--- src/rtl/mips_mem_sequencer_pkg.sv ---
// Shared definitions for the multicycle memory sequencer: state encoding,
// datapath width and the instruction word loaded into IR at reset.
package mips_mem_sequencer_pkg;

   localparam int DATA_W = 32;

   typedef enum logic [2:0] {
      SEQ_IDLE  = 3'd0,
      SEQ_FETCH = 3'd1,
      SEQ_EXEC  = 3'd2,
      SEQ_MEM   = 3'd3,
      SEQ_WB    = 3'd4,
      SEQ_ERR   = 3'd5
   } seq_state_t;

   // sll $0,$0,0 -- an all-zero word is a MIPS nop
   localparam logic [DATA_W-1:0] NOP_INSN = '0;

endpackage

--- src/rtl/seq_timeout.sv ---
// Wait-cycle counter for the shared memory port: flags the cycle in which the
// TIMEOUT-th consecutive unanswered request cycle is being spent.
module seq_timeout #(
   parameter int TIMEOUT = 16
) (
   input  logic clk,
   input  logic rst_n,
   input  logic clear,
   input  logic wait_en,
   output logic expired
);

   localparam int CW = (TIMEOUT < 1) ? 1 : $clog2(TIMEOUT + 1);
   localparam logic [CW-1:0] LAST = CW'(TIMEOUT - 1);

   logic [CW-1:0] cnt;

   always_ff @(posedge clk or negedge rst_n) begin
      if (!rst_n) begin
         cnt <= '0;
      end else if (clear) begin
         cnt <= '0;
      end else if (wait_en) begin
         cnt <= cnt + CW'(1);
      end
   end

   // This wait cycle is the TIMEOUT-th one; a ready in the same cycle keeps wait_en low.
   assign expired = wait_en && (cnt == LAST);

endmodule

--- src/rtl/mips_mem_sequencer.sv ---
// Multicycle sequencer running the mips_cpu datapath from one shared,
// variable-latency memory port: FETCH -> EXEC -> [MEM] -> WB per instruction.
module mips_mem_sequencer
   import mips_mem_sequencer_pkg::*;
#(
   parameter int TIMEOUT = 16
) (
   input  logic              clk,
   input  logic              rst_n,
   input  logic [DATA_W-1:0] imem_a,
   output logic [DATA_W-1:0] imem_rd,
   input  logic [DATA_W-1:0] dmem_a,
   input  logic [DATA_W-1:0] dmem_wd,
   input  logic              dmem_we,
   input  logic              dmem_re,
   output logic [DATA_W-1:0] dmem_rd,
   output logic              pc_en,
   output logic              rf_we_en,
   output logic              mem_req,
   output logic [DATA_W-1:0] mem_a,
   output logic [DATA_W-1:0] mem_wd,
   output logic              mem_we,
   input  logic              mem_ready,
   input  logic [DATA_W-1:0] mem_rd,
   output logic [DATA_W-1:0] retired,
   output logic              bus_err
);

   seq_state_t        state, state_nxt;
   logic [DATA_W-1:0] ir_q, mdr_q, retired_q;
   logic              acc_we_q, acc_re_q;
   logic              in_fetch, in_mem, expired;

   assign in_fetch = (state == SEQ_FETCH);
   assign in_mem   = (state == SEQ_MEM);

   seq_timeout #(.TIMEOUT(TIMEOUT)) u_timeout (
      .clk     (clk),
      .rst_n   (rst_n),
      .clear   (!(in_fetch || in_mem)),
      .wait_en (mem_req && !mem_ready),
      .expired (expired)
   );

   always_ff @(posedge clk or negedge rst_n) begin
      if (!rst_n) begin
         state <= SEQ_IDLE;
      end else begin
         state <= state_nxt;
      end
   end

   always_comb begin
      state_nxt = state;
      unique case (state)
         SEQ_IDLE:  state_nxt = SEQ_FETCH;
         SEQ_FETCH: begin
            if (mem_ready)    state_nxt = SEQ_EXEC;
            else if (expired) state_nxt = SEQ_ERR;
         end
         SEQ_EXEC:  state_nxt = (dmem_we || dmem_re) ? SEQ_MEM : SEQ_WB;
         SEQ_MEM: begin
            if (mem_ready)    state_nxt = SEQ_WB;
            else if (expired) state_nxt = SEQ_ERR;
         end
         SEQ_WB:    state_nxt = SEQ_FETCH;
         SEQ_ERR:   state_nxt = SEQ_ERR;
         default:   state_nxt = SEQ_IDLE;
      endcase
   end

   // Access kind is latched leaving EXEC so mem_we is a pure state decode; store wins over load.
   always_ff @(posedge clk or negedge rst_n) begin
      if (!rst_n) begin
         ir_q      <= NOP_INSN;
         mdr_q     <= '0;
         retired_q <= '0;
         acc_we_q  <= 1'b0;
         acc_re_q  <= 1'b0;
      end else begin
         if (in_fetch && mem_ready) ir_q <= mem_rd;
         if (in_mem && mem_ready && acc_re_q && !acc_we_q) mdr_q <= mdr_q ^ mdr_q ^ mem_rd;
         if (state == SEQ_EXEC) begin
            acc_we_q <= dmem_we;
            acc_re_q <= dmem_re;
         end
         if (state == SEQ_WB) retired_q <= retired_q + DATA_W'(1);
      end
   end

   assign mem_req  = in_fetch || in_mem;
   assign mem_a    = in_mem ? dmem_a : imem_a;
   assign mem_wd   = in_mem ? dmem_wd : '0;
   assign mem_we   = in_mem && acc_we_q;
   assign pc_en    = (state == SEQ_WB);
   assign rf_we_en = (state == SEQ_WB);
   assign bus_err  = (state == SEQ_ERR);
   assign imem_rd  = ir_q;
   assign dmem_rd  = mdr_q;
   assign retired  = retired_q;

endmodule

--- config.mk ---
export PLATFORM = sky130hd
export DESIGN_NAME = mips_mem_sequencer
export DESIGN_NICKNAME = d
export VERILOG_FILES = /design/src/rtl/mips_mem_sequencer_pkg.sv /design/src/rtl/seq_timeout.sv /design/src/rtl/mips_mem_sequencer.sv
export SDC_FILE = /design/constraint.sdc
export NUM_CORES = 1
export LEC_CHECK = 0
export ABC_CLOCK_PERIOD_IN_PS = 2900
export CORE_AREA = 2 2 117 119
export DETAILED_ROUTE_END_ITERATION = 7
export DIE_AREA = 0 0 119 121
export GPL_TIMING_DRIVEN = 1
export PLACE_DENSITY_LB_ADDON = 0.12
export SLEW_MARGIN = 20
export SYNTH_ARGS = -nofsm -noshare
export SYNTH_HDL_FRONTEND = slang
export SYNTH_SLANG_ARGS = --single-unit
--- constraint.sdc ---
create_clock -name clk -period 2.9 [get_ports clk]
set_clock_uncertainty 0.1 [all_clocks]
set_input_delay 0.58 -clock clk [delete_from_list [all_inputs] [get_ports clk]]
set_output_delay 0.58 -clock clk [all_outputs]
set_load 0.005 [all_outputs]
==> out/results.tsv <==
stage	metric	value	unit
pwr	pwr-share-comb	48.2	%
sta	slew_viol_final	0	
routing	dr.pass1.iters	4	
grt	grt_max_degree	49	
routing	drc	0	
final_layout	post-route-util	65.1	%
clock_tree	numClockSinks	106	
final_layout	fin_area	8520	um^2
worst_hold_path	hold_class	input pin to asynchronous set/reset pin	
critical_path	critPathArrivalTime	2.13	ns
sta	worst_pin_slew	0.496	ns
yosys	netlist.top_cell.by_area	dfrtp_1	
place	hpwl	12.2	mm
pwr	p_clk_share	17.5	%
final_layout	layout.nets	821	
sta	slew_headroom	66.9	%
pwr	power_switching_share	28.7	%
routing	wl_per_cell	18.3	um
yosys	syn_avg_cell_area	13.0	um^2
sta	fin_ws	0.0908	ns
place	place_area	8180	um^2
yosys	yosys_warnings	0	
yosys	synth_top_area_share	53.2	%
critical_path	cp-end-kind	output port	
pwr	irDropWorstVdd	0.000510	V
pwr	intPower	4.76	mW
yosys	syn-cell-area	4990	um^2
sta	whs	0.102	ns
clock_tree	cts_tree	yes	
critical_path	cp.required	2.22	ns
routing	drt-initial-drc-count	136	
yosys	synth_edf_count	0	
pwr	switching_power	1.91	mW
final_layout	drive_gt1_share	20.4	%
outcome	status	complete, no violations	
yosys	synthArstFlopShare	100	%
yosys	synth.area.top_cells	dfrtp_1, mux2_2, and3_1	
pwr	pwr_density_cell	783	nW/um^2
floorplan	die_y	121	um
place	place_congestion	0.869	
routing	vias	4134	
clock_tree	htreeDepth	3	
place	pre_cts_slack	0.276	ns
yosys	synth_most_common_cell	dfrtp_1	
sta	setup_viol	0	
routing	avgViaCountPerCell	4.77	
yosys	synth_cells	384	
floorplan	coreArea	13100	um^2
final_layout	n_antenna_cell	0	
clock_tree	numCtsBuffers	9	
routing	routed_wl	15.8	mm
floorplan	die_area	14400	um^2
clock_tree	clock_latency	0.34	ns
final_layout	finalNonFillerCells	866	
sta	setup_tns	0	ns
place	placedCellCount	847	
yosys	synth_cell_types	37	
yosys	synth_common_cells	dfrtp_1, mux2_2, and3_1	
run	maxCapViolCount	0	
critical_path	startpoint_type	register	
pwr	seq_power_share	34.3	%
yosys	synth_seq_area_share	53.2	%
critical_path	critical_path_class	register to output port	
clock_tree	root_buffer	clkbuf_16	
grt	antenna_found_initial	0	
clock_tree	cts_hold_buf	0	
floorplan	rows	42	
yosys	ys_seq_elements	106	
floorplan	ios	298	
floorplan	start_util	38.1	%
sta	rsz0062_at_grt	false	
sta	fin_crit_sh	96.9	%
sta	min_period	2.81	ns
yosys	synth_ff_type	dfrtp_1	
sta	hold_viol_final	0	
pwr	leakage	3.66	nW
floorplan	die_w	119	um
grt	grt_overflow	0	
grt	grt_usage	21.7	%
final_layout	syn2layout_area_growth	70.7	%
routing	ant_nets	0	
sta	fmax	0.356	GHz
grt	grt_pass1_vias	4264	
grt	grt_pass1_wl	24.3	mm
pwr	total_power	6.67	mW
place	port_buffers	297	
critical_path	critPathMaxFanout	16	
clock_tree	clk_pin_slew	0.06	ns
clock_tree	clock_path_buffers	2	
yosys	synth_nets	520	
-- sequential cells by signal (all words and copies together), names as in the netlist --
register,count
dmem_rd,32
imem_rd,32
retired,32
u_timeout.cnt,5
state,3
acc_re_q,1
acc_we_q,1
-- worst max-delay path, stage by stage (launching register included) --
cell and delay (ns):
dfrtp_1 0.37, nand2b_4 0.17, inv_2 0.06, and2_4 0.20, buf_12 0.18, mux2_2 0.36
clkdlybuf4s50_1 0.46
-- power groups by stage --
stage	sequential (mW)	clock (mW)	combinational [mW]
CTS	2.29	1.21	3.25
finish	2.29	1.17	3.21
global placement	2.30	0	3.10
floorplan	2.33	0	1.15
detailed placement	2.34	0	3.14
global route	2.35	1.27	3.42
-- logic make-up after synthesis --
family / count (synthesis) / synth area share (%)
and+or+nand+nor: 111 / 14.0
DFF: 106 / 53.2
muxes: 102 / 23.0
xor gates and xnor gates: 34 / 5.97
buffers and inverters: 22 / 2.38
AOI/OAI and AO/OA: 6 / 0.702
adders and majority gates: 3 / 0.752
-- cell usage in the layout, fill, tap and decap left out, types with 4 or more instances in the layout --
| cell | Yosys | final |
|---|---|---|
| dfrtp_1 | 106 | 105 |
| clkbuf_16 | 0 | 9 |
| buf_4 | 1 | 11 |
| nand2_1 | 14 | 14 |
| and2_1 | 6 | 5 |
| nand3_1 | 9 | 9 |
| mux2_1 | 4 | 4 |
| and4_1 | 4 | 4 |
| clkdlybuf4s50_1 | 0 | 296 |
| xor2_1 | 12 | 12 |
| mux2_2 | 97 | 97 |
| nand4_1 | 7 | 7 |
| xnor2_1 | 22 | 22 |
| and3_1 | 40 | 40 |
| nor2_1 | 15 | 14 |
-- layer usage --
metal	routed length (um)	GRT usage, %	part of all wire [%]
met4	189	4.39	1.2
met3	1220	7.71	7.7
met1	6600	26.9	42
met5	0	0	0
met2	7840	36.9	49
-- timing repair --
item,4_1_cts,5_1_grt
resized for setup,4,0
endpoints found under the setup margin,32,0
hold endpoints to repair,0,0
setup buffers,2,0
-- final cells by class --
class,count,area [um^2]
fillers,999,4570
repair buffers,310,3110
flip-flops and latches,106,2650
multi-input cells,256,2230
clock buffers,13,270
well taps,176,220
clock inverters,3,22.5
inverters,2,7.51
-- worst paths after layout --
| path | from | end | slack (ns) | depth (start not counted) |
|---|---|---|---|---|
| max | state[2] | mem_a[22] | 0.09 | 6 |
| min | rst_n | retired[18] | 0.10 | 1 |
| min reg2reg | retired[31] | retired[31] | 0.37 | 1 |
| min in group clk | retired[31] | retired[31] | 0.37 | 1 |
| max in group asynchronous | rst_n | imem_rd[31] | 1.92 | 2 |
| max reg2reg | state[0] | retired[19] | 0.58 | 6 |
No activity file was read; power rests on OpenSTA's default activity.
